<file path="config.mk">
export PLATFORM = sky130hd
export DESIGN_NAME = spi_master_byte
export DESIGN_NICKNAME = d
export VERILOG_FILES = /design/src/rtl/spi_master_byte.sv
export SDC_FILE = /design/constraint.sdc
export NUM_CORES = 1
export LEC_CHECK = 0
export BUFFER_PORTS_ARGS = -buffer_cell sky130_fd_sc_hd__buf_2
export CAP_MARGIN = 20
export CORE_ASPECT_RATIO = 0.6
export CORE_MARGIN = 3
export CORE_UTILIZATION = 50
export CTS_BUF_LIST = sky130_fd_sc_hd__clkbuf_8
export DETAILED_ROUTE_END_ITERATION = 12
export GPL_TIMING_DRIVEN = 0
export PLACE_DENSITY = 0.7
export SLEW_MARGIN = 20
export SYNTH_ARGS = -nofsm -noshare
export SYNTH_HDL_FRONTEND = slang
export SYNTH_SLANG_ARGS = --single-unit
</file>
<file path="constraint.sdc">
create_clock -name sysClk -period 2.2 [get_ports sysClk]
set_clock_uncertainty 0.05 [all_clocks]
set_input_delay 0.22 -clock sysClk [delete_from_list [all_inputs] [get_ports sysClk]]
set_output_delay 0.22 -clock sysClk [all_outputs]
set_load 0.02 [all_outputs]
</file>
<file path="src/rtl/spi_master_byte.sv">
// SPI mode 3 byte master: MSB first, full duplex, with optional SS hold
// across bytes for multi-byte messages.
module spi_master_byte #(
  parameter int CLK_DIV = 4,
  parameter int SS_LEAD = 8,
  parameter int SS_LAG  = 8,
  parameter int SS_GAP  = 8
) (
  input  logic       sysClk,
  input  logic       usrReset,
  input  logic       start,
  input  logic [7:0] tx,
  input  logic       keepSS,
  output logic       busy,
  output logic       rxValid,
  output logic [7:0] rx,
  output logic       SCLK,
  output logic       MOSI,
  input  logic       MISO,
  output logic       SS
);

  typedef enum logic [2:0] {
    IDLE, LEAD, XFER, HOLD, LAG, GAP
  } state_e;

  localparam logic [15:0] DIV_M1  = 16'(CLK_DIV - 1);
  localparam logic [15:0] LEAD_M1 = 16'(SS_LEAD - 1);
  localparam logic [15:0] LAG_M1  = 16'(SS_LAG - 1);
  localparam logic [15:0] GAP_M1  = 16'(SS_GAP - 1);

  state_e      state_q, state_d;
  logic [15:0] cnt_q, cnt_d;
  logic [3:0]  half_q, half_d;
  logic [7:0]  txsh_q, txsh_d;
  logic [7:0]  rxsh_q, rxsh_d;
  logic [7:0]  rx_q, rx_d;
  logic        rxv_q, rxv_d;
  logic        sclk_q, sclk_d;
  logic        mosi_q, mosi_d;
  logic        ss_q, ss_d;
  logic        busy_q, busy_d;
  logic        miso_meta_q, miso_sync_q;

  always_comb begin
    state_d = state_q;
    cnt_d   = cnt_q;
    half_d  = half_q;
    txsh_d  = txsh_q;
    rxsh_d  = rxsh_q;
    rx_d    = rx_q;
    rxv_d   = 1'b0;
    sclk_d  = sclk_q;
    mosi_d  = mosi_q;
    ss_d    = ss_q;
    busy_d  = busy_q;
    unique case (state_q)
      IDLE: begin
        if (start) begin
          txsh_d  = tx;
          ss_d    = 1'b0;
          busy_d  = 1'b1;
          cnt_d   = '0;
          state_d = LEAD;
        end
      end
      LEAD: begin
        if (cnt_q == LEAD_M1) begin
          cnt_d   = '0;
          half_d  = '0;
          sclk_d  = 1'b0;
          mosi_d  = txsh_q[7];
          txsh_d  = {txsh_q[6:0], 1'b0};
          state_d = XFER;
        end else begin
          cnt_d = cnt_q + 16'd1;
        end
      end
      XFER: begin
        if (cnt_q == DIV_M1) begin
          cnt_d = '0;
          if (half_q[0]) begin
            rxsh_d = {rxsh_q[6:0], miso_sync_q};
          end
          if (half_q == 4'd15) begin
            rx_d  = {rxsh_q[6:0], miso_sync_q};
            rxv_d = 1'b1;
            if (keepSS) begin
              busy_d  = 1'b0;
              state_d = HOLD;
            end else begin
              state_d = LAG;
            end
          end else begin
            half_d = half_q + 4'd1;
            // entering an even half: falling edge launches the next bit
            if (half_q[0]) begin
              sclk_d = 1'b0;
              mosi_d = txsh_q[7];
              txsh_d = {txsh_q[6:0], 1'b0};
            end else begin
              sclk_d = 1'b1;
            end
          end
        end else begin
          cnt_d = cnt_q + 16'd1;
        end
      end
      HOLD: begin
        if (start) begin
          txsh_d  = {tx[6:0], 1'b0};
          mosi_d  = tx[7];
          sclk_d  = 1'b0;
          busy_d  = 1'b1;
          cnt_d   = '0;
          half_d  = '0;
          state_d = XFER;
        end else if (!keepSS) begin
          busy_d  = 1'b1;
          cnt_d   = '0;
          state_d = LAG;
        end
      end
      LAG: begin
        if (cnt_q == LAG_M1) begin
          ss_d    = 1'b1;
          mosi_d  = 1'b1;
          cnt_d   = '0;
          state_d = GAP;
        end else begin
          cnt_d = cnt_q + 16'd1;
        end
      end
      GAP: begin
        if (cnt_q == GAP_M1) begin
          busy_d  = 1'b0;
          cnt_d   = '0;
          state_d = IDLE;
        end else begin
          cnt_d = cnt_q + 16'd1;
        end
      end
      default: state_d = IDLE;
    endcase
  end

  always_ff @(posedge sysClk) begin
    if (usrReset) begin
      state_q     <= IDLE;
      cnt_q       <= '0;
      half_q      <= '0;
      txsh_q      <= '0;
      rxsh_q      <= '0;
      rx_q        <= '0;
      rxv_q       <= 1'b0;
      sclk_q      <= 1'b1;
      mosi_q      <= 1'b1;
      ss_q        <= 1'b1;
      busy_q      <= 1'b0;
      miso_meta_q <= 1'b0;
      miso_sync_q <= 1'b0;
    end else begin
      state_q     <= state_d;
      cnt_q       <= cnt_d;
      half_q      <= half_d;
      txsh_q      <= txsh_d;
      rxsh_q      <= rxsh_d;
      rx_q        <= rx_d;
      rxv_q       <= rxv_d;
      sclk_q      <= sclk_d;
      mosi_q      <= mosi_d;
      ss_q        <= ss_d;
      busy_q      <= busy_d;
      miso_meta_q <= MISO;
      miso_sync_q <= miso_meta_q;
    end
  end

  assign busy    = busy_q;
  assign rxValid = rxv_q;
  assign rx      = rx_q;
  assign SCLK    = sclk_q;
  assign MOSI    = mosi_q;
  assign SS      = ss_q;

endmodule

</file>
==> impl_metrics.ini <==
[synthesis]
post_synth_num_cell_types = 56
syn_area_mm2 = 0.002655
postSynthAreaPerCell_um2 = 8.537
synth.most_common_cell = dfxtp_1
cells_after_synthesis = 311
synth_flop_cell = dfxtp_1
synthTopCellsByCount = dfxtp_1 (53), nor2_1 (37), o21ai_0 (20)
postSynth.asyncResetShare_pct = 0
largest_area_contributor_in_the_synthesized_netlist = dfxtp_1
synth.ff_latch_count = 53
synth.net_count = 326
synth.area.top_cells = dfxtp_1 (40%), mux2i_1 (6.4%), nor2_1 (5.2%)
yosysWarningCount = 0
synth-edff-count = 0
yosys.area.top_type_share_pct = 39.96
synth.yosys.seq_area_share_pct = 39.96

[sta]
final.hold.worst_slack_ns = 0.06677
layout_worst_path_cycle_share_pct = 94.91
max_slew_margin_pct = 63.17
timing.final.crit_period_ns = 2.088
setup_repair_after_global_routing_missed_its_margin = false
fmax_mhz = 478.9
setup_viol_count_final = 0
worst_pin_slew_ns = 0.5525
hold_violations = 0
timing.final.max_slew_violations = 0

[drt]
met1Wirelength_um = 3441
drt.antenna.violating_nets = 0
num_vias = 2491
drt_iter0_markers = 176
detailedRoute.firstPassIterationCount = 5
top_layer_in_use = met4
met2_wirelength_um = 2584
detailroute.wirelength.met3_um = 563
totalWireLength_um = 6633
route.detailed.wl_per_inst_um = 16.18
viasPerCell = 6.076
remaining_drc_errors = 0

[power]
total_leakage_power_nw = 1.123
pwr-share-comb_pct = 45.2
p_int_mw = 1.894
p_sw_share_pct = 41.63
vdd_ir_drop_max_v = 0.0004461
seqPwrFrac_pct = 36.5
p_per_area_mw_per_mm2 = 1053
power_frac_clock_pct = 18.4
power_switching_mw = 1.351

[grt]
grt_max_degree = 20
antenna_violations_before_repair = 0
grt_first_pass_wirelength_um = 11010
grt_usage_pct = 21.52
first_global_vias = 2193
globalRouteOverflowTotal = 0

[clocking]
cts_max_level = 2
cts_sinks = 53
clk_root_buffer_cell = clkbuf_8
clock_path_buffers = 2
cts.clk_slew.worst_paths_ns = 0.10
numCtsBuffers = 5
clkLatencyLatePin_ns = 0.32
cts_tree = yes

[setup_path]
cp_data_required_time_ns = 2.39
worst-setup-path-type = register to register
timing.critical_path.from_type = register
critical_path.slowest_cell = or4_4
timing.critical_path.cells = nand4_1 -> or2_1 -> or4_4 -> or3_1 -> a31oi_1
worstPathMaxFanout = 7
timing.critical_path.slowest_cell_delay_ns = 0.53
worst_setup_path_end_kind = register
worstPathArrival_ns = 2.28

[floorplan]
die_width_um = 100.1
floorplan.die_area_mm2 = 0.006249
boundaryPins = 26
design.core.area_mm2 = 0.004850
placement_rows = 19
initial_utilization_pct = 54.75
dieHeight_um = 62.45

[layout]
areaGrowthSynthToFinish_pct = 16.07
final-instance-count-excl-fill = 410
antenna-diode-count = 0
stdcell_area_mm2 = 0.003082
layout.nets = 361
drive_gt1_share_pct = 20.46

[placement]
io_buffers = 25
detailed_place.area_mm2 = 0.002859
gp_routability_congestion = 0.9064
dp_hpwl_um = 4741
dp_cells = 399

[flow_run]
max_cap_violations = 0

[hold_path]
hold_path.class = input port to register

[run_status]
status = completed
routing by layer:
layer,vias to the layer above,GRT usage [%]
met5,-,0
met4,0,4.202
met3,7,4.905
met2,106,27.99
met1,1156,35.21
li1,1222,-
flip-flops by register name, indices dropped and copies added, names as in the netlist, 3 cells and up:
name     count
state_q      3
cnt_q       16
rxsh_q       7
rx           8
txsh_q       8
half_q       4
worst max-delay path: cells and delay by family, from the launching register on:
kind	cells	cell delay, ns
and+or+nand+nor	4	1.33
DFF	1	0.48
AOI/OAI and AO/OA	1	0.16
cell type report:
type / instances / area (um^2)
fillers: 445 / 1768
flip-flops and latches: 53 / 1070
repair buffers: 28 / 147.6
plain buffers: 18 / 91.34
well taps: 63 / 78.83
clock buffers: 5 / 68.82
inverters: 4 / 15.01
clock inverters: 3 / 28.78
multi-input cells: 236 / 1582
kinds of logic (layout without fill, tap and decap cells):
logic type,count (synthesis),in the layout,share of synthesized area (%)
xor+xnor,14,14,4.618
mux,18,18,6.833
fa+ha+maj,2,2,0.9424
flops,53,53,39.96
simple gates,130,130,26.39
buf+inv,22,58,3.817
compound gates,72,72,17.44
through the flow:
step / setup TNS, ns / util (%) / setup WS (ns) / power [mW]
3_5_place_dp: -3.499 / 58.95 / -0.1499 / 2.545
3_3_place_gp: -2.015 / 58.95 / -0.1159 / 2.526
2_1_floorplan: 0 / - / 0.2224 / 2.211
6_report: 0 / 63.54 / 0.1121 / 3.246
5_1_grt: 0 / 63.54 / 0.008861 / 3.450
4_1_cts: 0 / 61.51 / 0.01436 / 3.160
power groups by stage:
stage	clock network [mW]	logic [mW]	registers (mW)
after CTS	0.614	1.37	1.17
final	0.596	1.47	1.18
after detailed placement	0	1.35	1.19
after global routing	0.656	1.60	1.20
after global placement	0	1.34	1.19
after floorplan	0	1.01	1.20
path summary, 6_finish.rpt:
kind,start,end,slack (ns),cells past startpoint
worst min-delay path,MISO,miso_meta_q,0.07,2
worst max register to register,cnt_q[9],cnt_q[15],0.11,5
worst min register to register,miso_meta_q,miso_sync_q,0.41,1
worst max-delay path,cnt_q[9],cnt_q[15],0.11,5
layout by cell type (no fill, tap or decap), types with 4 or more instances in the layout:
master / synthesis / layout
dfxtp_1: 53 / 48
nor2_1: 37 / 36
buf_2: 5 / 29
o21ai_0: 20 / 20
nand2_1: 17 / 17
mux2i_1: 17 / 17
a21oi_1: 17 / 17
xnor2_1: 12 / 11
nand3_1: 13 / 11
or3_1: 10 / 10
nor3_1: 10 / 9
clkbuf_1: 9 / 8
a31oi_1: 7 / 7
o22a_1: 7 / 7
o22ai_1: 7 / 7
nor4_1: 8 / 6
buf_4: 1 / 5
nor2b_1: 5 / 5
clkbuf_8: 0 / 5
inv_1: 4 / 4
dfxtp_2: 0 / 4
timing repair:
action	in CTS	in global routing
endpoints found under the hold margin	0	0
setup buffers	0	3
resized for setup	7	19
pin swaps	1	3
endpoints found under the setup margin	35	34
hold buffers	0	0
Power figures use the tool's default switching activity.
